===== src/rtl/char_scroller.sv =====
// char_scroller: timed rotator for four 2-bit HEX character codes.
// Loads a word on a rising load edge and rotates one digit per tick.
module char_scroller #(
   parameter int TICK_DIV = 50000000
) (
   input  logic       CLOCK_50,
   input  logic       resetn,
   input  logic [7:0] word,
   input  logic       load,
   input  logic       run,
   input  logic       dir,
   output logic [1:0] char3,
   output logic [1:0] char2,
   output logic [1:0] char1,
   output logic [1:0] char0,
   output logic [1:0] pos,
   output logic       step
);

   localparam int CW = (TICK_DIV > 1) ? $clog2(TICK_DIV) : 1;
   localparam logic [CW-1:0] TERM = CW'(TICK_DIV - 1);

   typedef enum logic {
      HOLD   = 1'b0,
      SCROLL = 1'b1
   } state_t;

   state_t state_q, state_d;

   logic [7:0]    disp_q, disp_d;
   logic [CW-1:0] cnt_q, cnt_d;
   logic [1:0]    pos_q, pos_d;
   logic          step_q, step_d;
   logic          load_q, load_d;

   logic load_ev;
   logic cnt_en;
   logic at_term;

   // Mode register: records whether the last edge was a scrolling one.
   always_ff @(posedge CLOCK_50 or negedge resetn) begin
      if (!resetn) state_q <= HOLD;
      else         state_q <= state_d;
   end

   // Next mode follows run; the edge being taken already counts in it.
   always_comb begin
      state_d = HOLD;
      if (run) state_d = SCROLL;
   end

   // Datapath actions for this edge; a load beats a rotation.
   always_comb begin
      disp_d  = disp_q;
      cnt_d   = cnt_q;
      pos_d   = pos_q;
      step_d  = 1'b0;
      load_d  = load;
      load_ev = load & ~load_q;
      cnt_en  = (state_d == SCROLL);
      at_term = cnt_en && (cnt_q == TERM);
      if (load_ev) begin
         disp_d = word;
         cnt_d  = '0;
         pos_d  = 2'd0;
      end else if (at_term) begin
         cnt_d  = '0;
         step_d = 1'b1;
         if (dir) begin
            disp_d = {disp_q[1:0], disp_q[7:2]};
            pos_d  = pos_q - 2'd1;
         end else begin
            disp_d = {disp_q[5:0], disp_q[7:6]};
            pos_d  = pos_q + 2'd1;
         end
      end else if (cnt_en) begin
         cnt_d = cnt_q + CW'(1);
      end
   end

   // Display, prescaler, offset, step pulse and load history.
   always_ff @(posedge CLOCK_50 or negedge resetn) begin
      if (!resetn) begin
         disp_q <= 8'h00;
         cnt_q  <= '0;
         pos_q  <= 2'd0;
         step_q <= 1'b0;
         load_q <= 1'b0;
      end else begin
         disp_q <= disp_d;
         cnt_q  <= cnt_d;
         pos_q  <= pos_d;
         step_q <= step_d;
         load_q <= load_d;
      end
   end

   assign char3 = disp_q[7:6];
   assign char2 = disp_q[5:4];
   assign char1 = disp_q[3:2];
   assign char0 = disp_q[1:0];
   assign pos   = pos_q;
   assign step  = step_q & (state_q == SCROLL);

endmodule


===== config.mk =====
export PLATFORM = sky130hd
export DESIGN_NAME = char_scroller
export DESIGN_NICKNAME = d
export VERILOG_FILES = /design/src/rtl/char_scroller.sv
export SDC_FILE = /design/constraint.sdc
export NUM_CORES = 1
export LEC_CHECK = 0
export CAP_MARGIN = 10
export CORE_UTILIZATION = 55
export DETAILED_ROUTE_END_ITERATION = 16
export PLACE_DENSITY = 0.89
export SLEW_MARGIN = 30
export SYNTH_ARGS = -nofsm -noshare
export SYNTH_HDL_FRONTEND = slang
export SYNTH_SLANG_ARGS = --single-unit

===== constraint.sdc =====
create_clock -name CLOCK_50 -period 4.8 [get_ports CLOCK_50]
set_clock_uncertainty 0.2 [all_clocks]
set_input_delay 0.96 -clock CLOCK_50 [delete_from_list [all_inputs] [get_ports CLOCK_50]]
set_output_delay 0.96 -clock CLOCK_50 [all_outputs]
set_load 0.01 [all_outputs]

# --- After elaboration in Yosys (flattened, before gate mapping) ---
# Index checks and enable logic that the tools add are counted.
# W data, S select, Z words.
totals:
  register_bits: 39
  input_bits: 13
  output_inout_bits: 11
classes:
  add_sub_neg: 3
  n_eq_ne: 1
  n_mux: 12
  n_bitwise: 3
  reduce_logical: 3
op_table:
  columns: ["op", "n"]
  rows:
  - ["$mux W26", 3]
  - ["$add A26 B1 Y26 const B", 1]
  - ["$eq A26 B26 Y1 const B", 1]
  - ["$mux W8", 3]
  - ["$mux W2", 3]
  - ["$mux W1", 3]
  - ["$reduce_bool A3 Y1", 1]
  - ["$add A2 B1 Y2 const B", 1]
  - ["$and A1 B1 Y1", 2]
  - ["$reduce_bool A2 Y1", 1]
  - ["$sub A2 B1 Y2 const B", 1]
  - ["$logic_and A1 B1 Y1", 1]
  - ["$not A1 Y1", 1]

# --- Depth between registers and ports, before layout ---
logic_depth:
  word_depth: 4
  depth_mapped: 6
  depth_no_buf: 5

# --- Worst setup path after synthesis ---
# OpenSTA, ideal clock, no wires.
synth_path:
  path_kind: "input to register"
  from: "input port load"
  to: "register cnt_q[16]"
  arrival_ns: 2.130
  required_time_ns: 4.523
  slack_ns: 2.392
  path_stages: 4
  cell_sequence: "nor2b_1 o21ai_0 or4_2 a21oi_1"
synth_via:
  elab_chain_len: 2
  elab_cells_between_ends: 3
  classes_between: "1 x mux; 1 x bitwise; 1 x reduce/logical"
synth_lines:
  columns: ["item", "line_no", "source"]
  rows:
  - ["from (decl)", "9", "input logic load,"]
  - ["$and A1 B1 Y1 *", "59", "load_ev = load & ~load_q;"]
  - ["$reduce_bool A3 Y1 (no line) or $mux W26 (tied branches)", null, null]
  - ["to (signal assigned)", "91", "cnt_q <= cnt_d;"]
  - ["to (decl)", "31", "logic [CW-1:0] cnt_q, cnt_d;"]
# Mark *: on every way between the ends. The rest lies on a longest branch, timed or not.
# A chain may end at the register's enable or synchronous reset.

# --- Final worst setup path ---
layout_path:
  from: "input port run"
  to: "register cnt_q[21]"
layout_via:
  elab_chain_len: 4
  elab_cells_between_ends: 5
  classes_between: "3 x mux; 2 x reduce/logical"
layout_lines:
  columns: ["item", "line_no", "source"]
  rows:
  - ["from (decl)", "10", "input logic run,"]
  - ["$mux W1 *", "49", "if (run) state_d = SCROLL;"]
  - ["$logic_and A1 B1 Y1", "61", "at_term = cnt_en && (cnt_q == TERM);"]
  - ["$mux W26", "66", "end else if (at_term) begin"]
  - ["$mux W26", "62", "if (load_ev) begin"]
# Marks and branches as above.

==> flow_metrics.env <==
export IMPL_cts_setup_buffers=0
export IMPL_tns_ns=0
export IMPL_worstPathArrival_ns=3.39
export IMPL_netlist_instances=234
export IMPL_io_pins=24
export IMPL_rsz0062_at_grt="false"
export IMPL_wire_per_inst_um=18.1
export IMPL_nets=264
export IMPL_start_util_pct=59.0
export IMPL_wirelength_um=5420
export IMPL_die_width_um=65.3
export IMPL_post_route_period_util_pct=71.3
export IMPL_clockBufferDepth=2
export IMPL_cts_resized=0
export IMPL_hold_viol=0
export IMPL_io_buffer_count=23
export IMPL_dr_first_iter_drc_count=266
export IMPL_rows=22
export IMPL_route_antenna_remaining_nets=0
export IMPL_max_vdd_ir_drop_mv=0.173
export IMPL_internal_power_mw=0.554
export IMPL_reg2reg_depth=5
export IMPL_p_sw_share_pct=23.7
export IMPL_hold_buffers=0
export IMPL_dp_cells=291
export IMPL_routed_via_count=1971
export IMPL_antenna_found_initial=0
export IMPL_wl_met2_um=2640
export IMPL_clock_power_share_pct=39.2
export IMPL_cts_tree="yes"
export IMPL_synth_nets=248
export IMPL_drv_slew=0
export IMPL_p_seq_share_pct=49.1
export IMPL_place_hpwl_um=3650
export IMPL_dieArea_mm2=0.00427
export IMPL_comb_power_share_pct=11.7
export IMPL_gp_congestion=0.836
export IMPL_area_delta_synth_final_pct=16.3
export IMPL_stdcell_count=299
export IMPL_grt_overflow_total=0
export IMPL_finalSetupViolations=0
export IMPL_netlist_area_mm2=0.00221
export IMPL_worstMarginPinSlew_ns=0.949
export IMPL_maxCapViolations=0
export IMPL_core_area_mm2=0.00374
export IMPL_clock_sinks=39
export IMPL_switching_power_mw=0.173
export IMPL_holdWs_ns=0.363
export IMPL_track_usage_pct=28.9
export IMPL_synth_seq_cells=39
export IMPL_met3WireLength_um=220
export IMPL_drc=0
export IMPL_avgSynthCellArea_um2=9.43
export IMPL_synth_warnings=0
export IMPL_p_per_area_mw_per_mm2=283
export IMPL_slew_headroom_pct=36.2
export IMPL_required_ns=4.77
export IMPL_grt_max_degree=40
export IMPL_routed_via_density=6.59
export IMPL_worst_setup_path_type="in2reg"
export IMPL_htree_levels=2
export IMPL_min_path_type="reg2reg"
export IMPL_die_height_um=65.3
export IMPL_synth_seq_area_share_pct=44.2
export IMPL_path_clk_slew_ns=0.07
export IMPL_drive_gt1_share_pct=12.4
export IMPL_highest_layer="met4"
export IMPL_clockRootBuffer="clkbuf_8"
export IMPL_fmax_ghz=0.292
export IMPL_fin_crit_ns=3.42
export IMPL_wl_met1_um=2450
export IMPL_drt_pass1_iter_count=5
export IMPL_worst_skew_pair_late_latency_ns=0.30
export IMPL_yosysUniqueCellTypes=39
export IMPL_min_path_cells=2
export IMPL_worst_path_max_fanout=16
export IMPL_crit_path_end_kind="flip-flop"
export IMPL_startpoint_type="input pin"
export IMPL_p_leak_nw=0.980
export IMPL_fillers=327
export IMPL_outcome="finished clean"
export IMPL_r2r_start="cnt_q[12]"
export IMPL_cts_inserted_buffers=5
export IMPL_diodes=0
export IMPL_crit_path_start="run"
export IMPL_grt_pass1_wl_um=9280
export IMPL_grt_pass1_vias=1878
export IMPL_hold_path_startpoint="pos[1]"
==> layer usage <==
metal / vias to the layer above / GRT usage [%]
met4: 0 / 10.3
met3: 13 / 6.94
met1: 974 / 39.6
met5: - / 0
li1: 934 / -
met2: 50 / 44.5
==> synth_stat cells, drive strengths merged <==
cell type  count  area (um2)
o31ai         11        82.6
o22ai          1        6.26
mux2           9         101
nand4         15         100
nor2b          2        12.5
nor2           9        33.8
nand3         18        90.1
and3           4        25.0
nor4b          2        17.5
and2           3        18.8
xor2           8        70.1
o211ai        11        82.6
xnor2          1        8.76
or4           15         118
o21ai         10        50.1
or3            6        40.0
clkbuf        11        42.5
nor3b          1        7.51
nor4           3        25.0
o2111ai        4        35.0
nand2         16        60.1
nand2b         3        18.8
inv            1        3.75
buf            5        22.5
and4           3        27.5
nor4bb         1        10.0
or3b           1        8.76
dfrtp         39         976
nor3           1        5.00
ha             1        12.5
a21oi         19        95.1
==> layout make-up <==
type | count | area [um2] | area share [%]
clock buffers | 6 | 82.6 | 3.22
multi-input cells | 178 | 1170 | 45.4
well taps | 48 | 60.1 | 2.34
inverters | 1 | 3.75 | 0.146
flip-flops and latches | 39 | 976 | 38.0
clock inverters | 2 | 35.0 | 1.37
repair buffers | 25 | 243 | 9.46
==> power groups by stage <==
stage,logic (mW),clock network [mW],registers (mW)
after floorplan,0.0381,0,0.363
after CTS,0.0848,0.288,0.357
after global routing,0.0929,0.304,0.359
after detailed placement,0.0835,0,0.363
final,0.0849,0.285,0.357
after global placement,0.0811,0,0.362
==> worst max-delay path, stage by stage <==
cell and delay [ns]:
clkdlybuf4s50_1 0.79, nor3b_1 0.25, nand4_1 0.26, o21ai_1 0.68
buf_4 0.33, o22ai_1 0.12
==> metrics by stage <==
step           power, mW  cell area (um2)  setup WS, ns  util, %
3_5_place_dp       0.447             2440          1.16     65.2
5_1_grt            0.755             2570          1.15     68.5
3_3_place_gp       0.443             2440          1.20     65.2
2_1_floorplan      0.401             2210          2.39        -
6_report           0.727             2570          1.38     68.5
4_1_cts            0.729             2560          1.44     68.4
==> cell families after synthesis <==
logic type | share of synthesized area (%)
mux | 4.59
xor+xnor | 3.57
compound gates | 15.9
flops | 44.2
buf+inv | 3.12
simple gates | 28.0
fa+ha+maj | 0.567
==> registers in the layout, indices dropped and copies added, names as in the netlist <==
name,count
cnt_q,26
state_q,1
disp_q,8
pos,2
load_q,1
step_q,1
==> placed cells by master, fill, tap and decap left out, types with 3 or more instances in the layout <==
cell | synthesis | layout
dfrtp_1 | 39 | 39
clkdlybuf4s50_1 | 0 | 22
a21oi_1 | 19 | 19
nand3_1 | 18 | 18
nand2_1 | 16 | 16
nand4_1 | 14 | 14
or4_1 | 11 | 11
o211ai_1 | 11 | 11
o31ai_1 | 11 | 11
nor2_1 | 9 | 9
mux2_2 | 9 | 9
xor2_1 | 8 | 8
o21ai_0 | 8 | 8
clkbuf_8 | 0 | 6
and3_1 | 4 | 4
o2111ai_1 | 4 | 4
or4_2 | 4 | 4
or3_1 | 4 | 4
and2_1 | 3 | 3
nand2b_1 | 3 | 3
buf_4 | 0 | 3
==> worst paths after layout <==
kind / to / slack (ns)
max in group asynchronous: load_q / 3.62
min in group asynchronous: cnt_q[4] / 0.42
worst max-delay path: cnt_q[21] / 1.38
worst min-delay path: pos[1] / 0.36
worst max register to register: cnt_q[21] / 2.01
worst min register to register: pos[1] / 0.36
Power figures use the tool's default switching activity.
